File: src/rtl/traffic_pkg.sv
// ---------------------------------------------------------------------------
// traffic_pkg
// Shared definitions for the multi-road traffic controller.
//   state_t : 3-bit FSM state encoding. It is also driven out on the debug
//             'state' port, so these values are visible to the display path.
//   lamp_t  : one-hot lamp encoding, ordered {red, yellow, green}.
// ---------------------------------------------------------------------------
package traffic_pkg;

    typedef enum logic [2:0] {
        MAIN_GREEN    = 3'd0,
        MAIN_YELLOW   = 3'd1,
        CLEAR_TO_SIDE = 3'd2,
        SIDE_GREEN    = 3'd3,
        SIDE_YELLOW   = 3'd4,
        CLEAR_TO_MAIN = 3'd5
    } state_t;

    typedef enum logic [2:0] {
        LAMP_RED    = 3'b100,
        LAMP_YELLOW = 3'b010,
        LAMP_GREEN  = 3'b001
    } lamp_t;

endpackage

File: src/rtl/car_sensor_sync_n.sv
// ---------------------------------------------------------------------------
// car_sensor_sync_n
// N-wide two-flop synchronizer for the asynchronous side-road car sensors.
// Ports:
//   clock    : system clock
//   reset    : synchronous, active-low reset; clears both flop stages
//   async_in : raw sensor inputs (asynchronous to clock)
//   sync_out : synchronized sensor levels, two clocks after sampling
// ---------------------------------------------------------------------------
module car_sensor_sync_n #(
    parameter int N = 2
) (
    input  logic         clock,
    input  logic         reset,
    input  logic [N-1:0] async_in,
    output logic [N-1:0] sync_out
);

    logic [N-1:0] meta;

    always_ff @(posedge clock) begin
        if (!reset) begin
            meta     <= '0;
            sync_out <= '0;
        end else begin
            meta     <= async_in;
            sync_out <= meta;
        end
    end

endmodule

File: src/rtl/traffic_controller_multi.sv
// ---------------------------------------------------------------------------
// traffic_controller_multi
// Arbitrates one main road against N_SIDE side roads. Side roads are served
// round-robin. Every phase change passes through yellow and an all-red
// clearance. The timer and the FSM advance only on 'tick'.
// Ports:
//   clock, reset        : system clock, synchronous active-low reset
//   tick                : one-cycle timing enable
//   car_async           : raw side-road sensors
//   t_main_min, t_side,
//   t_yellow, t_allred  : phase durations in ticks, sampled on state entry
//   main_red/yellow/green : main-road lamps
//   side_red/yellow/green : per-side lamps, one bit per side road
//   active_side         : side chosen for the current or next side phase
//   time_remaining      : current timer value
//   state               : FSM state encoding, for debug and display
// ---------------------------------------------------------------------------
module traffic_controller_multi
    import traffic_pkg::*;
#(
    parameter int N_SIDE = 2,
    parameter int TW     = 4,
    parameter int IW     = (N_SIDE > 1) ? $clog2(N_SIDE) : 1
) (
    input  logic              clock,
    input  logic              reset,
    input  logic              tick,
    input  logic [N_SIDE-1:0] car_async,
    input  logic [TW-1:0]     t_main_min,
    input  logic [TW-1:0]     t_side,
    input  logic [TW-1:0]     t_yellow,
    input  logic [TW-1:0]     t_allred,
    output logic              main_red,
    output logic              main_yellow,
    output logic              main_green,
    output logic [N_SIDE-1:0] side_red,
    output logic [N_SIDE-1:0] side_yellow,
    output logic [N_SIDE-1:0] side_green,
    output logic [IW-1:0]     active_side,
    output logic [TW-1:0]     time_remaining,
    output logic [2:0]        state
);

    localparam logic [TW-1:0] ONE = TW'(1);

    state_t            state_q;
    state_t            next_state;
    logic [TW-1:0]     next_dur;
    logic [N_SIDE-1:0] car_sync;
    logic [N_SIDE-1:0] pending;
    logic [N_SIDE-1:0] pending_next;
    logic [N_SIDE-1:0] req;
    logic [IW-1:0]     last_served;
    logic [IW-1:0]     sel_side;
    int                start_idx;
    logic              exit_ok;
    logic              advance;
    lamp_t             main_lamp;
    lamp_t             side_lamp;

    car_sensor_sync_n #(.N(N_SIDE)) u_sync (
        .clock    (clock),
        .reset    (reset),
        .async_in (car_async),
        .sync_out (car_sync)
    );

    // Main green is the only phase that waits for demand; all others time out.
    // The timer has expired once it reaches 1 (a loaded 0 also counts).
    assign exit_ok = (state_q != MAIN_GREEN) || (|pending);
    assign advance = tick && (time_remaining <= ONE) && exit_ok;

    // Successor state and the duration it loads on entry.
    always_comb begin
        next_state = MAIN_GREEN;
        next_dur   = t_main_min;
        case (state_q)
            MAIN_GREEN: begin
                next_state = MAIN_YELLOW;
                next_dur   = t_yellow;
            end
            MAIN_YELLOW: begin
                next_state = CLEAR_TO_SIDE;
                next_dur   = t_allred;
            end
            CLEAR_TO_SIDE: begin
                next_state = SIDE_GREEN;
                next_dur   = t_side;
            end
            SIDE_GREEN: begin
                next_state = SIDE_YELLOW;
                next_dur   = t_yellow;
            end
            SIDE_YELLOW: begin
                next_state = CLEAR_TO_MAIN;
                next_dur   = t_allred;
            end
            default: begin
                next_state = MAIN_GREEN;
                next_dur   = t_main_min;
            end
        endcase
    end

    // Round-robin pick: lowest pending index at or above start_idx, falling
    // back to the lowest pending index overall (the wrap-around case). The
    // second loop overrides the first only when a candidate >= start exists.
    always_comb begin
        sel_side  = '0;
        start_idx = (int'(last_served) >= N_SIDE - 1) ? 0 : int'(last_served) + 1;
        for (int k = N_SIDE - 1; k >= 0; k--) begin
            if (pending[k]) begin
                sel_side = IW'(k);
            end
        end
        for (int k = N_SIDE - 1; k >= 0; k--) begin
            if (pending[k] && (k >= start_idx)) begin
                sel_side = IW'(k);
            end
        end
    end

    // Sticky request latch. A car arriving at the road that is currently
    // being served is dropped, and the served road's bit clears as its
    // green phase begins.
    always_comb begin
        req = car_sync;
        if ((state_q == SIDE_GREEN) || (state_q == SIDE_YELLOW)) begin
            req[active_side] = 1'b0;
        end
        pending_next = pending | req;
        if (advance && (state_q == CLEAR_TO_SIDE)) begin
            pending_next[active_side] = 1'b0;
        end
    end

    // Main FSM with its phase timer. The arbitration result is captured when
    // main green ends, so active_side is stable for the whole side phase.
    always_ff @(posedge clock) begin
        if (!reset) begin
            state_q        <= MAIN_GREEN;
            time_remaining <= t_main_min;
            pending        <= '0;
            active_side    <= '0;
            last_served    <= IW'(N_SIDE - 1);
        end else begin
            pending <= pending_next;
            if (tick) begin
                if (advance) begin
                    state_q        <= next_state;
                    time_remaining <= next_dur;
                    if (state_q == MAIN_GREEN) begin
                        active_side <= sel_side;
                        last_served <= sel_side;
                    end
                end else if (time_remaining > ONE) begin
                    time_remaining <= time_remaining - ONE;
                end
            end
        end
    end

    // Lamp decode straight from the state register.
    always_comb begin
        case (state_q)
            MAIN_GREEN:  main_lamp = LAMP_GREEN;
            MAIN_YELLOW: main_lamp = LAMP_YELLOW;
            default:     main_lamp = LAMP_RED;
        endcase
        case (state_q)
            SIDE_GREEN:  side_lamp = LAMP_GREEN;
            SIDE_YELLOW: side_lamp = LAMP_YELLOW;
            default:     side_lamp = LAMP_RED;
        endcase
    end

    assign {main_red, main_yellow, main_green} = main_lamp;

    // Only the selected side ever leaves red.
    always_comb begin
        side_red    = '1;
        side_yellow = '0;
        side_green  = '0;
        for (int k = 0; k < N_SIDE; k++) begin
            if (IW'(k) == active_side) begin
                {side_red[k], side_yellow[k], side_green[k]} = side_lamp;
            end
        end
    end

    assign state = state_q;

endmodule

File: config.mk
export PLATFORM = sky130hd
export DESIGN_NAME = traffic_controller_multi
export DESIGN_NICKNAME = d
export VERILOG_FILES = /design/src/rtl/traffic_pkg.sv /design/src/rtl/car_sensor_sync_n.sv /design/src/rtl/traffic_controller_multi.sv
export SDC_FILE = /design/constraint.sdc
export NUM_CORES = 1
export LEC_CHECK = 0
export BUFFER_PORTS_ARGS = -buffer_cell sky130_fd_sc_hd__buf_2
export CAP_MARGIN = 20
export CORE_MARGIN = 4
export CORE_UTILIZATION = 37
export DETAILED_ROUTE_END_ITERATION = 16
export SYNTH_ARGS = -nofsm -noshare
export SYNTH_HDL_FRONTEND = slang
export SYNTH_HIERARCHICAL = 1
export SYNTH_SLANG_ARGS = --single-unit
File: constraint.sdc
create_clock -name clock -period 5.1 [get_ports clock]
set_input_delay 0.255 -clock clock [delete_from_list [all_inputs] [get_ports clock]]
set_output_delay 0.255 -clock clock [all_outputs]
set_load 0.03 [all_outputs]
==> flow_summary.toml, run 1 <==
[cts]
clk_latency_ns = 0.29
holdBufCountCts = 0
cts_tree = "yes"
path_clk_slew_ns = 0.10
clockBufferDepth = 2
postCtsSetupBuffers = 0
clockRootBuffer = "clkbuf_4"
h-tree-depth = 1
cts.sinks = 15
cts-resized-gates = 0
cts_buffers = 3

[logic_synthesis]
synth-edff-count = 4
synth.distinct_cells = 37
synthTopCellsByArea = "dfxtp_1 (21%), edfxtp_1 (12%), mux2i_1 (7.7%), buf_6 (4.3%), nand2_1 (4.3%)"
async_reset_ff_frac = 0
synth_seq_cells = 15
syn_avg_cell_area_um2 = 8.56
synthTopCellsByCount = "nand2_1 (12), nor2_1 (12), dfxtp_1 (11)"
syn_area_um2 = 1040
synth.yosys.seq_area_share = 0.329
synth_top_area_share = 0.213
synth_area_leader_cell = "dfxtp_1"
synth-main-ff-cell = "dfxtp_1"
yosys_warnings = 6
syn-num-nets = 144
synthCells = 121

[route]
drc = 0
ant_nets = 0
wirelength_um = 2690
wl_per_cell_um = 14.5
drt_iter0_drc = 51
vias = 1038
dr.pass1.iters = 4
avgViaCountPerCell = 5.61

[sta]
hold_viol = 0
setup-tns-final_ns = 0
min_period_ns = 2.33
worst_slack_ns = 2.77
tightestPinTransition_ns = 0.842
fin_crit_sh = 0.456
max_freq_mhz = 430
rsz0062_at_grt = "no"
drv_slew = 0
clock_skew_ns = 0.00148
maxSlewHeadroom = 0.438
hold_ws_ns = 0.158
setup_violations = 0

[critical_path]
path_buf_inv = 0
end_kind = "flip-flop"
worstSetupStartpointType = "flip-flop"
crit_chain = "nor3_2, and2_1, and3_1, o21ai_0"
cp.arrival_ns = 2.27
regToRegSetupSlack_ns = 2.77
r2r-end = "time_remaining[2]"
required_ns = 5.04
r2r-start = "state[0]"
reg2reg_depth = 4
cp_top_family = "flip-flops"
slowest_delay_ns = 0.89
slowest_stage = "dfxtp_1"
path_class = "reg -> reg"
path_max_fanout = 20

[layout]
nets = 179
area_growth_pct = 18.0
final_cells = 185
post-route-cell-area_um2 = 1220
seq_area_um2 = 340
final_core_util = 0.476
layout-drive-gt1-share = 0.310
diodes = 0
multi_input_area_um2 = 602
fillerInstances = 277

[global_route]
grt.total_usage = 0.147
grt_pass1_wl_um = 4100
grt_max_degree = 21
antenna_found_initial = 0
grt_pass1_vias = 987
grt_overflow = 0

[outcome]
outcome = "complete, no violations"

[floorplanning]
dieArea_um2 = 3710
core_area_um2 = 2570
rows = 18
chipHeight_um = 60.9
initial_core_util = 0.404
die_width_um = 60.9
io_pins = 38

[placed_design]
gp_congestion = 0.753
dpl_cell_area_um2 = 1190
dp_cells = 181
portBuffers = 37
dp_hpwl_um = 2040
pre_cts_ws_ns = 2.79

[min_path]
worstHoldStart = "car_async[1]"
hold_class = "in -> reg"
holdPathStages = 2
hold_end = "u_sync/meta[1]"

[power]
p_per_area_nw_per_um2 = 225
vdd_ir_drop_max_v = 0.000128
leakagePower_nw = 0.518
power_uw = 276

[flow_run]
max-cap-violations = 0
-- flip-flops by register name, summed over array words and instances (netlist names) --
| register | flops |
|---|---|
| u_sync/sync_out | 2 |
| time_remaining | 4 |
| state | 3 |
| last_served | 1 |
| u_sync/meta | 2 |
| active_side | 1 |
| pending | 2 |
-- placed cells by master (no fill, tap or decap), drive strengths merged --
cell / n
a2111oi: 1
a21o: 1
a21oi: 7
a221o: 1
a22oi: 3
a31oi: 3
and2: 5
and3: 2
buf: 37
clkbuf: 3
clkinv: 1
dfxtp: 11
edfxtp: 4
ha: 2
inv: 8
mux2i: 8
nand2: 12
nand2b: 1
nand3: 3
nor2: 12
nor2b: 1
nor3: 5
o211ai: 1
o21ai: 9
o221a: 1
o221ai: 1
o22ai: 2
o32ai: 3
o41a: 1
or2: 2
or2b: 1
or3b: 1
xor2: 2
-- cell families after synthesis --
kind of cell / share of synthesized area
and+or+nand+nor: 0.220
AOI/OAI and AO/OA: 0.243
buffers and inverters: 0.0906
DFF: 0.329
muxes: 0.0773
xor gates and xnor gates: 0.0169
adders and majority gates: 0.0242
-- power breakdown --
group	internal, mW	total [mW]	switching, mW	leakage, nW
Combinational	0.0253	0.0625	0.0373	0.370
Clock	0.0292	0.0748	0.0456	0.0177
Sequential	0.131	0.138	0.00756	0.130
Total	0.185	0.276	0.0904	0.518
-- final cells by class --
type | instances | share of cell area
Clock buffer | 3 | 0.0184
Clock inverter | 1 | 0.00409
Tap cell | 30 | 0.0307
Inverter | 8 | 0.0246
Timing Repair Buffer | 37 | 0.151
Sequential cell | 15 | 0.278
Multi-Input combinational cell | 91 | 0.492
-- routing by layer --
metal	GRT usage	share of wire
met5	0	0
met4	0.0650	0.018
met3	0.0213	0.067
met2	0.247	0.48
met1	0.187	0.43
-- how the worst max path moves through the flow --
stage / cells after the start / endpoint / from / slack, ns
finish: 4 / time_remaining[2] / state[0] / 2.77
global route: 4 / time_remaining[1] / state[0] / 2.61
CTS: 4 / time_remaining[1] / state[0] / 2.78
detailed placement: 4 / time_remaining[1] / state[0] / 2.79
global placement: 4 / time_remaining[1] / state[0] / 2.92
floorplan: 5 / time_remaining[0] / time_remaining[0] / 3.07
No activity file was read; power rests on OpenSTA's default activity.
==> inputs of run 2 (changes only) <==
- ABC_AREA: not set -> 1
- clock period: 5.1 -> 2.4 ns (I/O delays scaled with it)
==> run 2 against run 1 <==
Design area down 5.5%. Fmax up 32%. Count of clock-buffer cells in the layout did not move. Clock power increased by 94%. Worst hold slack worse by 0.14 ns. Sequential cell count is the same.
==> flow_summary.toml, run 2 <==
[floorplanning]
chipHeight_um = 58.2
dieArea_um2 = 3390
initial_core_util = 0.406
core_area_um2 = 2300
die_width_um = 58.2
rows = 17
io_pins = 38

[placed_design]
portBuffers = 37
gp_congestion = 0.749
dp_cells = 203
dp_hpwl_um = 1920

[logic_synthesis]
yosys_warnings = 6
yosysMostFrequentCell = "nand2_1"
syn-num-nets = 164
synth-edff-count = 4
synth.distinct_cells = 22
synthTopCellsByArea = "dfxtp_1 (24%), edfxtp_1 (13%), nand2_1 (13%), nor2_1 (11%), a21oi_1 (9.1%)"
synth_area_leader_cell = "dfxtp_1"
async_reset_ff_frac = 0
syn_area_um2 = 933
synthCells = 141
syn_avg_cell_area_um2 = 6.62
synth.yosys.seq_area_share = 0.365
synth_top_area_share = 0.236
synth-main-ff-cell = "dfxtp_1"
synth_seq_cells = 15
synthTopCellsByCount = "nand2_1 (32), nor2_1 (28), a21oi_1 (17)"

[sta]
clock_skew_ns = 0.00830
min_period_ns = 1.76
drv_slew = 0
tightestPinTransition_ns = 0.387
maxSlewHeadroom = 0.742
setup-tns-final_ns = 0
rsz0062_at_grt = "no"
hold_viol = 0
setup_violations = 0
fin_crit_sh = 0.735
max_freq_mhz = 567

[route]
wirelength_um = 2370
dr.pass1.iters = 2
drc = 0
ant_nets = 0
avgViaCountPerCell = 4.72
vias = 978
wl_per_cell_um = 11.4
drt_iter0_drc = 20

[cts]
postCtsSetupBuffers = 0
cts-resized-gates = 0
cts.sinks = 15
clockBufferDepth = 2
cts_buffers = 3
cts_tree = "yes"
clk_latency_ns = 0.28
holdBufCountCts = 0
clockRootBuffer = "clkbuf_4"
h-tree-depth = 1
path_clk_slew_ns = 0.10

[global_route]
grt_pass1_wl_um = 3930
grt_pass1_vias = 932
grt_max_degree = 18
grt.total_usage = 0.148
grt_overflow = 0
antenna_found_initial = 0

[layout]
fillerInstances = 251
seq_area_um2 = 340
nets = 203
layout-drive-gt1-share = 0.263
final_cells = 207
area_growth_pct = 23.7
final_common_cell = "buf_2"
multi_input_area_um2 = 503
largest_reg_flops = 4
top_register = "time_remaining"
diodes = 0
final_cell_mix = "buf_2 (37), nand2_1 (32), nor2_1 (28), a21oi_1 (17), inv_1 (15)"

[critical_path]
path_class = "reg -> reg"
r2r-end = "time_remaining[0]"
crit_end = "time_remaining[0]"
path_max_fanout = 17
r2r-start = "time_remaining[0]"
required_ns = 2.45
cp.arrival_ns = 1.81
worstSetupStartpointType = "flip-flop"
setup.worst_path.start = "time_remaining[0]"
regToRegSetupSlack_ns = 0.64
end_kind = "flip-flop"
reg2reg_depth = 9

[power]
leakagePower_nw = 0.619
p_per_area_nw_per_um2 = 496
vdd_ir_drop_max_v = 0.000251

[min_path]
hold_class = "in -> reg"

[flow_run]
max-cap-violations = 0

[outcome]
outcome = "complete, no violations"
run 2: cell count changes in the layout (fill, tap and decap cells not counted), sizes merged, moves of 8 or more:
cell / previous run / this run
mux2i: 8 / 0
nand3: 3 / 12
inv: 8 / 17
nor2: 12 / 29
a21oi: 7 / 17
nand2: 12 / 33
run 2: worst min-delay path by stage:
stage,start,end,depth (start not counted)
floorplan,reset,u_sync/meta[0],2
global placement,car_async[1],u_sync/meta[1],3
detailed placement,car_async[1],u_sync/meta[1],3
CTS,car_async[1],u_sync/meta[1],3
global route,car_async[1],u_sync/meta[1],3
finish,car_async[1],u_sync/meta[1],3
run 2: cell type report:
cell class                 instances  share of cell area
clock buffer                       3              0.0195
clock inverter                     1             0.00433
inverter                          17              0.0553
multi-input combinational        106               0.436
sequential                        15               0.295
tap                               28              0.0303
timing repair buffer              37               0.160
run 2: worst max-delay path, stage by stage (launching register included):
cell and delay [ns]:
edfxtp_1 0.42, inv_1 0.14, ha_1 0.21, inv_1 0.05, nand2_1 0.05, nand2_1 0.05
nor2_1 0.19, nand2_4 0.16, a21oi_1 0.17, a21oi_1 0.08
run 2: metal layers:
layer  track usage  wire [um]  vias to the layer above
met5             0          0                        -
met4        0.0596         34                        0
met3        0.0290         80                        4
met2         0.237       1160                       19
met1         0.195       1090                      426
li1              -          -                      529
run 2: through the flow:
| step | hold WS [ns] | cell area (um^2) | worst slack, ns | power (mW) | utilization |
|---|---|---|---|---|---|
| CTS | 0.00925 | 1150 | 0.620 | 0.580 | 0.503 |
| floorplan | 0.213 | 933 | 0.544 | 0.389 | - |
| finish | 0.0185 | 1150 | 0.637 | 0.573 | 0.503 |
| detailed placement | 0.307 | 1130 | 0.631 | 0.435 | 0.491 |
| global route | 0.0273 | 1150 | 0.435 | 0.612 | 0.503 |
| global placement | 0.300 | 1130 | 0.739 | 0.431 | 0.491 |
run 2: cell families (layout without fill, tap and decap cells):
group	Yosys count	after routing	synth area share
adders and majority gates	2	2	0.0268
buffers and inverters	20	58	0.0965
DFF	15	15	0.365
xor gates and xnor gates	1	1	0.00939
and+or+nand+nor	77	77	0.357
AOI/OAI and AO/OA	26	26	0.146
run 2: power breakdown:
group	internal, mW	switching (mW)
logic	0.0500	0.0858
clock network	0.0618	0.0833
registers	0.278	0.0134
